==> src/rtl/scan_pkg.sv <==
// Shared types and helpers for the BCD digit scanner.
// Optional feature macro: SCAN_LZ_BLANK_EN (leading-zero blanking).
package scan_pkg;

    typedef logic [3:0] bcd_digit_t;

    // Code the Encoder maps to all segments off
    localparam bcd_digit_t BLANK_CODE = 4'hF;

    // Upper bound on digits the one-hot helper can address
    localparam int MAX_DIGITS = 32;
    localparam int MAX_IDX_W  = $clog2(MAX_DIGITS);

    function automatic logic [MAX_DIGITS-1:0] onehot(input logic [MAX_IDX_W-1:0] idx);
        logic [MAX_DIGITS-1:0] sel;
        sel      = '0;
        sel[idx] = 1'b1;
        return sel;
    endfunction

endpackage

==> src/rtl/scan_dwell_timer.sv <==
// Dwell counter and digit index for the scanner. cnt runs 0..DWELL-1 per
// digit; idx steps once per dwell and wraps at the frame boundary.
module scan_dwell_timer #(
    parameter int NUM_DIGITS = 4,
    parameter int DWELL      = 1024
) (
    input  logic                          clk,
    input  logic                          rst_n,
    output logic                          guard,
    output logic [$clog2(NUM_DIGITS)-1:0] idx,
    output logic [$clog2(DWELL)-1:0]      cnt,
    output logic                          frame_wrap
);

    localparam int IDX_W = $clog2(NUM_DIGITS);
    localparam int CNT_W = $clog2(DWELL);
    localparam logic [CNT_W-1:0] CNT_LAST = CNT_W'(DWELL - 1);
    localparam logic [IDX_W-1:0] IDX_LAST = IDX_W'(NUM_DIGITS - 1);

    // Free-running dwell counter; index advances when the dwell expires
    always_ff @(posedge clk or negedge rst_n) begin
        if (!rst_n) begin
            cnt <= '0;
            idx <= '0;
        end else if (cnt == CNT_LAST) begin
            cnt <= '0;
            idx <= (idx == IDX_LAST) ? '0 : idx + 1'b1;
        end else begin
            cnt <= cnt + 1'b1;
        end
    end

    assign guard      = (cnt == '0);
    assign frame_wrap = (cnt == CNT_LAST) && (idx == IDX_LAST);

endmodule

==> src/rtl/bcd_digit_scanner.sv <==
// Multiplexed BCD display scanner: shows one digit at a time with a one-hot
// select, a blank guard cycle per digit, and value updates that only take
// effect at frame boundaries.
// Optional feature macro: SCAN_LZ_BLANK_EN (leading-zero blanking).
module bcd_digit_scanner
    import scan_pkg::*;
#(
    parameter int NUM_DIGITS = 4,
    parameter int DWELL      = 1024
) (
    input  logic                      clk,
    input  logic                      rst_n,
    input  logic                      load_valid,
    input  logic [4*NUM_DIGITS-1:0]   load_value,
    output logic                      load_ready,
    output logic [3:0]                data,
    output logic [NUM_DIGITS-1:0]     digit_en,
    output logic                      frame_start
);

    localparam int IDX_W = $clog2(NUM_DIGITS);
    localparam int CNT_W = $clog2(DWELL);

    logic                  guard;
    logic                  frame_wrap;
    logic [IDX_W-1:0]      idx;
    logic [CNT_W-1:0]      cnt;

    bcd_digit_t [NUM_DIGITS-1:0] disp;
    bcd_digit_t [NUM_DIGITS-1:0] pend;
    logic                        pend_full;

    logic                  xfer;
    logic                  drain;
    bcd_digit_t            code;
    logic [MAX_DIGITS-1:0] sel_all;

    scan_dwell_timer #(
        .NUM_DIGITS (NUM_DIGITS),
        .DWELL      (DWELL)
    ) u_timer (
        .clk        (clk),
        .rst_n      (rst_n),
        .guard      (guard),
        .idx        (idx),
        .cnt        (cnt),
        .frame_wrap (frame_wrap)
    );

    assign xfer  = load_valid && load_ready;
    assign drain = frame_wrap && pend_full;

    // Single-entry pending buffer; disp only ever changes at a frame wrap.
    // xfer and drain are exclusive since load_ready mirrors !pend_full.
    always_ff @(posedge clk or negedge rst_n) begin
        if (!rst_n) begin
            disp       <= '0;
            pend       <= '0;
            pend_full  <= 1'b0;
            load_ready <= 1'b1;
        end else if (drain) begin
            disp       <= pend;
            pend_full  <= 1'b0;
            load_ready <= 1'b1;
        end else if (xfer) begin
            pend       <= load_value;
            pend_full  <= 1'b1;
            load_ready <= 1'b0;
        end
    end

`ifdef SCAN_LZ_BLANK_EN
    logic [NUM_DIGITS-1:0] upper_zero;

    // upper_zero[k]: digits k..NUM_DIGITS-1 of disp are all zero
    always_comb begin
        upper_zero = '0;
        for (int k = 0; k < NUM_DIGITS; k++) begin
            upper_zero[k] = ((disp >> (4 * k)) == '0);
        end
    end

    // Selected digit, blanked when it is a leading zero (digit 0 always shown)
    always_comb begin
        code = disp[idx];
        if ((idx != '0) && upper_zero[idx]) begin
            code = BLANK_CODE;
        end
    end
`else
    // Selected digit, shown as-is including leading zeros
    always_comb begin
        code = disp[idx];
    end
`endif

    assign sel_all = onehot(MAX_IDX_W'(idx));

    // Registered outputs; data leads the select by the guard cycle so the
    // segments settle before the digit turns on
    always_ff @(posedge clk or negedge rst_n) begin
        if (!rst_n) begin
            data        <= '0;
            digit_en    <= '0;
            frame_start <= 1'b0;
        end else begin
            data        <= code;
            digit_en    <= guard ? '0 : sel_all[NUM_DIGITS-1:0];
            frame_start <= (idx == '0) && (cnt == CNT_W'(1));
        end
    end

endmodule

==> config.mk <==
export PLATFORM = sky130hd
export DESIGN_NAME = bcd_digit_scanner
export DESIGN_NICKNAME = d
export VERILOG_FILES = /design/src/rtl/scan_pkg.sv /design/src/rtl/scan_dwell_timer.sv /design/src/rtl/bcd_digit_scanner.sv
export SDC_FILE = /design/constraint.sdc
export NUM_CORES = 1
export LEC_CHECK = 0
export CAP_MARGIN = 40
export CORE_UTILIZATION = 57
export CTS_CLUSTER_SIZE = 20
export DETAILED_ROUTE_END_ITERATION = 12
export DONT_BUFFER_PORTS = 1
export HOLD_SLACK_MARGIN = 0.05
export PLACE_DENSITY = 0.71
export SKIP_CTS_REPAIR_TIMING = 1
export SYNTH_ARGS = -nofsm -noshare
export SYNTH_HDL_FRONTEND = slang
export SYNTH_SLANG_ARGS = --single-unit
export TNS_END_PERCENT = 50
==> constraint.sdc <==
create_clock -name clk -period 2.66 [get_ports clk]
set_input_delay 0.532 -clock clk [delete_from_list [all_inputs] [get_ports clk]]
set_output_delay 0.532 -clock clk [all_outputs]
set_load 0.005 [all_outputs]
After elaboration in Yosys (flattened, before gate mapping)
Index checks and enable logic that the tools add are counted.
{"block": "word_totals", "mem_bits_ro": 0, "output_inout_bits": 10, "memories": 0, "mem_bits_rw": 0, "latch_bits": 0, "ff_bits": 55, "input_bits": 19, "word_cells": 44}
{"block": "classes", "div": 0, "n_lt_le_gt_ge": 3, "mux": 11, "mul": 0, "reduce_logical": 9, "bitwise_logic": 1, "eq_ne": 3, "add_sub_neg": 2, "n_shift": 0}
{"cell": "adder 10 x 1 -> 10 bit, second input constant", "n": 1}
{"cell": "== test 10 x 1 -> 1 bit, second input constant", "n": 1}
{"cell": "== test 10 bit, second input constant", "n": 1}
{"cell": "zero test 10 bit", "n": 1}
{"cell": "two-way mux 10 bit", "n": 1}
{"cell": "binary-select mux 4 bit (select 2 bit)", "n": 1}
{"cell": "two-way mux 4 bit", "n": 2}
{"cell": "< comparator 2 x 6 -> 1 bit, second input constant", "n": 1}
{"cell": "logical AND 1 bit", "n": 5}
{"cell": "two-way mux 1 bit", "n": 5}
{"cell": "< comparator 2 x 3 -> 1 bit, second input constant", "n": 1}
{"cell": "adder 2 x 1 -> 2 bit, second input constant", "n": 1}
{"cell": "demux 1 bit (select 2 bit)", "n": 1}
{"cell": "== test 2 bit, second input constant", "n": 1}
{"cell": "greater-or-equal comparator 2 x 1 -> 1 bit, second input constant", "n": 1}
{"cell": "zero test 2 bit", "n": 1}
{"cell": "two-way mux 2 bit", "n": 1}
{"cell": "AND reduction 2 bit", "n": 1}
{"cell": "nonzero test 2 bit", "n": 1}
{"cell": "inverter 1 bit", "n": 1}

Depth between registers and ports, before layout
Gate-level depths: netlist of the first run.
{"block": "depth", "depth_word": 5, "depth_mapped": 5, "depth_no_buf": 4}

Cells and area by module
Synthesis of the first run repeated with hierarchy kept, for this count alone.
{"block": "unflattened", "hier_cells": 153, "area_unflattened_um2": 2351.0}
{"module": "bcd_digit_scanner", "seq_area_each_um2": 1077.3, "area_per_inst_um2": 1736.7, "n_inst": 1, "cells_per_inst": 97}
{"module": "scan_dwell_timer", "seq_area_each_um2": 300.3, "area_per_inst_um2": 614.3, "n_inst": 1, "cells_per_inst": 56}

Least setup slack after synthesis of the first run
Ideal clock, no wire load.
{"block": "synth_timing", "path_type": "register to register", "startpoint": "register u_timer.cnt[0]", "endpoint": "register pend[0] in the netlist's numbering", "path_buffers": 1, "arrival_ns": 1.698, "stages_incl_launch_ff": 6, "setup_slack_ns": 0.837, "setup_time_ns": 0.125, "period_less_slack_ns": 1.823, "required_time_ns": 2.535, "path_cell_list": "dfrtp_1 -> ha_1 -> nand4_2 -> o31ai_4 -> buf_12 -> mux2_4"}
{"block": "synth_between", "elab_chain_cells": 5}
{"item": "from (decl)", "line": "scan_dwell_timer.sv:11", "text": "output logic [$clog2(DWELL)-1:0] cnt,"}
{"item": "from (signal assigned)", "line": "scan_dwell_timer.sv:29", "text": "cnt <= cnt + 1'b1;"}
{"item": "== test 10 bit", "line": "scan_dwell_timer.sv:34", "text": "assign frame_wrap = (cnt == CNT_LAST) && (idx == IDX_LAST);"}
{"item": "logical AND 1 bit", "line": "scan_dwell_timer.sv:34"}
{"item": "logical AND 1 bit", "line": "bcd_digit_scanner.sv:51", "text": "assign drain = frame_wrap && pend_full;"}
{"item": "inverter 1 bit (no line)"}
{"item": "AND reduction 2 bit (no line)"}
{"item": "to (signal assigned)", "line": "bcd_digit_scanner.sv:66", "text": "pend <= load_value;"}
{"item": "to (decl)", "line": "bcd_digit_scanner.sv:30", "text": "bcd_digit_t [NUM_DIGITS-1:0] pend;"}
Every way passes these cells.
A chain may end at the register's enable or synchronous reset.

Worst setup path in the final report of the first run
{"block": "layout_timing", "startpoint": "register u_timer.idx[0]", "endpoint": "register pend[12] in the netlist's numbering"}
{"block": "layout_between", "elab_chain_cells": 5}
{"item": "from (decl)", "line": "scan_dwell_timer.sv:10", "text": "output logic [$clog2(NUM_DIGITS)-1:0] idx,"}
{"item": "from (signal assigned)", "line": "scan_dwell_timer.sv:27", "text": "idx <= (idx == IDX_LAST) ? '0 : idx + 1'b1;"}
{"item": "== test 2 bit", "line": "scan_dwell_timer.sv:34"}
{"item": "logical AND 1 bit", "line": "scan_dwell_timer.sv:34"}
{"item": "logical AND 1 bit", "line": "bcd_digit_scanner.sv:51"}
{"item": "inverter 1 bit (no line)"}
{"item": "AND reduction 2 bit (no line)"}
Every way passes these cells.

==> results of run 1 <==
[per-stage QoR]
step | utilization | hold slack (ns) | cells
5_1_grt | 0.631 | 0.0775 | 212
2_1_floorplan | - | 0.236 | 156
3_3_place_gp | 0.599 | 0.237 | 203
6_report | 0.631 | 0.0806 | 212
3_5_place_dp | 0.599 | 0.238 | 203
4_1_cts | 0.624 | -0.0947 | 211
[state kept, by name (all words and copies together), names as in the netlist]
register,flops
disp,16
frame_start,1
u_timer.cnt,10
pend,16
data,4
load_ready,1
digit_en,4
pend_full,1
u_timer.idx,2
[per-layer routing]
metal  share of wire  vias up  wire length (um)  GRT usage
met4          0.0058        0                23     0.0638
met2            0.51       24              2030      0.335
met5               0        -                 0          0
met1            0.44      640              1750      0.243
met3           0.037        2               147     0.0719
li1                -      568                 -          -
[cell families (layout without fill, tap and decap cells)]
logic type               Yosys count  count (layout)  synth area share
flip-flops                        55              55             0.582
buffers and inverters             10              16            0.0291
AO/OA/AOI/OAI                      9               9            0.0296
adder cells (fa/ha/maj)            7               7            0.0370
XOR/XNOR                           5               5            0.0185
multiplexers                      38              38             0.216
AND/OR/NAND/NOR                   32              32            0.0887
[synthesized netlist by cell type, drive strengths merged]
master / instances
a21oi: 2
a2bb2oi: 1
and2: 7
and3: 1
and4: 3
buf: 3
clkbuf: 2
dfrtp: 54
dfstp: 1
ha: 7
inv: 5
mux2: 34
mux4: 4
nand2: 3
nand3: 5
nand4: 4
nor2: 3
nor2b: 1
nor3: 1
nor4: 2
o21a: 1
o21ai: 3
o31ai: 2
or3: 1
or4: 1
xnor2: 3
xor2: 2
[final cells by class]
type | count | area share
clock buffers | 8 | 0.0397
inverters | 5 | 0.00744
multi-input cells | 91 | 0.365
flip-flops and latches | 55 | 0.546
well taps | 50 | 0.0248
repair buffers | 3 | 0.0169
[worst max-delay path by stage]
stage | depth (start not counted) | to | from
floorplan | 5 | pend[0] | u_timer.cnt[0]
global placement | 5 | pend[13] | u_timer.idx[0]
detailed placement | 5 | pend[12] | u_timer.idx[0]
CTS | 5 | pend[12] | u_timer.idx[0]
global route | 4 | disp[9] | u_timer.idx[0]
finish | 5 | pend[12] | u_timer.idx[0]
[power breakdown]
part	internal (mW)	total, mW	leakage, nW	switching [mW]
combinational	0.0353	0.0585	0.464	0.0232
clock	0.238	0.487	0.0515	0.249
sequential	0.865	0.883	0.716	0.0183
==> results.toml, run 1 <==
[die]
core_area_mm2 = 0.00400
start_util = 0.592
die_h_um = 66.5
die_area_mm2 = 0.00442
row_count = 23
die_w_um = 66.5
pin_count = 29

[timing]
tightest_slew_ns = 0.421
hold_viol = 0
final.setup.tns_ns = 0
final_max_slew_viol_count = 0
rsz0062_at_grt = "false"
setup_viol = 0
fmax_mhz = 521
post-route-period-util = 0.722
slew_headroom = 0.716
timing.final.ws_setup_ns = 0.740
finalWorstPathRequiredPeriod_ns = 1.92
fin_skew_ns = 0.00477

[critical_path]
reg2reg_to = "pend[12]"
start_kind = "flip-flop"
worstReg2RegStart = "u_timer.idx[0]"
crit_fanout = 10
critical_path.top_delay_family = "flip-flops"
slowest_stage = "dfrtp_1"
end_kind = "flip-flop"
worstPathRequired_ns = 2.85
r2r_slack_ns = 0.74
max_stage_delay_ns = 0.59
worstSetupPathType = "reg2reg"
arrival_ns = 2.11
reg2regPathDepth = 5
worstPathCellList = "ha_1 > nand3_1 > o31ai_4 > buf_4 > mux2_2"
cp_num_buf_inv = 1

[synth]
synth_top_area_frac = 0.571
ys_warn_count = 0
yosysTopAreaCell = "dfrtp_1"
ys_seq_area_frac = 0.582
ys_ff_latch = 55
syn-instance-count = 156
syn_area_mm2 = 0.00237
synth_area_leaders = "dfrtp_1, mux2_2, mux2_4"
syn_nets = 182
synth_cell_type_count = 34
postSynthAreaPerCell_um2 = 15.2

[clock_network]
clockRootBuffer = "clkbuf_8"
cts_tree = "done"
clockBufferDepth = 2
cts.clk_slew.worst_paths_ns = 0.09
cts_max_level = 2
clk_latency_ns = 0.30
cts-buffers-inserted = 5
cts_sinks = 55

[grt]
grt_start_max_net_pins = 56
grt_pass1_wl_um = 6330
grt_pass1_vias = 1347
antenna_found_initial = 0
gr-total-overflow = 0
track_usage = 0.201

[place]
gp_congestion = 0.785
post-place-ws_ns = 0.719
place_area_mm2 = 0.00240
io_buffers = 0
dp_hpwl_um = 2740

[cells_and_area]
most-common-layout-cells = "dfrtp_1, mux2_2, mux2_4"
area_growth_pct = 6.55
final_common_cell = "dfrtp_1"
ff_latch_area_mm2 = 0.00138
n_antenna_cell = 0
drive_above_1_share = 0.315
fin_nets = 187
multiInputGateArea_um2 = 922
fillers = 311
fin_area_mm2 = 0.00252

[power_and_ir_drop]
p_leak_nw = 1.23
p_per_area_mw_per_mm2 = 566
power_mw = 1.43
vdd_drop_max_uv = 304

[worst_hold_path]
hold_class = "in2async"

[detailed_routing]
drtIter0Drc = 56
vias = 1234
vias_per_cell = 5.82
drt_first_pass_iters = 4
antenna_left = 0
drcViolationCount = 0
wire_per_inst_um = 18.6
routed_wirelength_um = 3950

[flow_run]
maxCapViolCount = 0

[status]
status = "completed"
No activity file was read; power rests on OpenSTA's default activity.
==> run 2, diff against run 1 <==
Settings changed: CORE_UTILIZATION 57 to 56, PLACE_DENSITY 0.71 to 0.73.
Clock period 2.66 ns to 1.5 ns, I/O delays scaled along.
==> results.toml, run 2 (synthesis gave the netlist of run 1 again) <==
[detailed_routing]
vias_per_cell = 5.66
drtIter0Drc = 84
antenna_left = 0
drt_first_pass_iters = 4
wire_per_inst_um = 17.5
vias = 1295
drcViolationCount = 0
routed_wirelength_um = 4020

[die]
die_w_um = 67.0
core_area_mm2 = 0.00403
die_area_mm2 = 0.00449
die_h_um = 67.0
row_count = 23
start_util = 0.588
pin_count = 29

[worst_hold_path]
hold_class = "in2async"

[status]
failed_checks = "hold timing, setup timing"
status = "complete, but fails checks"

[timing]
setup_viol = 22
post-route-period-util = 1.07
fin_worst_hold_slack_ns = -0.329
final_max_slew_viol_count = 0
fin_skew_ns = 0.00373
timing.final.ws_setup_ns = -0.107
tightest_slew_ns = 0.367
fmax_mhz = 622
rsz0062_at_grt = "true"
slew_headroom = 0.753
hold_viol = 55
finalWorstPathRequiredPeriod_ns = 1.61

[grt]
track_usage = 0.208
antenna_found_initial = 0
grt_pass1_vias = 1333
grt_pass1_wl_um = 6510
grt_start_max_net_pins = 56
gr-total-overflow = 0

[critical_path]
worstPathRequired_ns = 1.70
worstPathCellList = "ha_4 > nand4_2 > o31ai_4 > buf_12 > mux2_2"
start_kind = "flip-flop"
cp_num_buf_inv = 1
slowest_stage = "dfrtp_1"
arrival_ns = 1.81
max_stage_delay_ns = 0.42
critical_path.top_delay_family = "flip-flops"
worstSetupPathType = "reg2reg"
end_kind = "flip-flop"
crit_fanout = 16

[cells_and_area]
fillers = 309
stdcell_count = 229
area_growth_pct = 13.8
final_common_cell = "dfrtp_1"
drive_above_1_share = 0.413
n_antenna_cell = 0
fin_nets = 204
most-common-layout-cells = "dfrtp_1, mux2_2, buf_4, mux2_4, and2_1"
reg.largest.list = "disp x16, pend x16, u_timer.cnt x10"

[power_and_ir_drop]
p_per_area_mw_per_mm2 = 909
vdd_drop_max_uv = 494
p_leak_nw = 1.31

[clock_network]
clockBufferDepth = 2
cts_tree = "done"
cts_max_level = 2
clockRootBuffer = "clkbuf_8"
cts.clk_slew.worst_paths_ns = 0.10
cts-buffers-inserted = 5
clk_latency_ns = 0.31
cts_sinks = 55

[place]
dp_cells = 219
gp_congestion = 0.834
post-place-ws_ns = -0.0888
dp_hpwl_um = 2800
io_buffers = 0

[flow_run]
maxCapViolCount = 0
==> run 2: cell types whose count changed in the layout (fill, tap and decap cells not counted), moves of 2 or more <==
cell	change
buf_12	+2
ha_1	-2
ha_4	+2
buf_4	+15
clkbuf_8	-2
==> run 2: layer usage <==
layer / up-vias / routed length [um] / track usage
met5: - / 0 / 0
met4: 0 / 77 / 0.104
met3: 8 / 141 / 0.0445
met2: 27 / 2040 / 0.328
met1: 662 / 1750 / 0.268
li1: 598 / - / -
==> run 2: final timing paths <==
kind                                      from        endpoint  slack [ns]  depth (start not counted)
worst max-delay path            u_timer.cnt[1]         pend[8]       -0.11                          5
worst min-delay path                     rst_n  u_timer.cnt[6]       -0.33                          0
worst max register to register  u_timer.cnt[1]         pend[8]       -0.11                          5
worst min register to register         pend[9]         disp[9]        0.49                          1
max in group asynchronous                rst_n      load_ready        1.64                          0
min in group clk                 load_value[0]         pend[0]        0.13                          1
==> run 2: final cells by class <==
| cell class | count | area (um2) | area share |
|---|---|---|---|
| sequential | 55 | 1380 | 0.511 |
| multi-input combinational | 91 | 970 | 0.360 |
| timing repair buffer | 20 | 178 | 0.0659 |
| clock buffer | 6 | 72.6 | 0.0269 |
| tap | 50 | 62.6 | 0.0232 |
| inverter | 5 | 18.8 | 0.00696 |
| clock inverter | 2 | 16.3 | 0.00603 |
==> run 2: power breakdown <==
group          leakage [nW]  internal (mW)  total (mW)  switching (mW)
clock                0.0418          0.336       0.815           0.479
sequential            0.715           1.53        1.56          0.0291
combinational         0.557         0.0568      0.0718          0.0151
total                  1.31           1.93        2.45           0.523
==> run 2: worst reg2reg max path: cells and delay by family, from the launching register on <==
family / cells / cell delay [ns]
flops: 1 / 0.42
mux: 1 / 0.35
compound gates: 1 / 0.23
buf+inv: 1 / 0.20
fa+ha+maj: 1 / 0.16
simple gates: 1 / 0.14
==> run 2: stage by stage <==
stage	total power [mW]	TNS (ns)	util	cell area, um2
2_1_floorplan	1.64	-3.30	-	2410
3_3_place_gp	1.65	-0.545	0.639	2570
6_report	2.45	-1.41	0.669	2700
4_1_cts	2.47	-1.33	0.661	2660
3_5_place_dp	1.66	-1.08	0.639	2570
5_1_grt	2.55	-3.10	0.669	2700
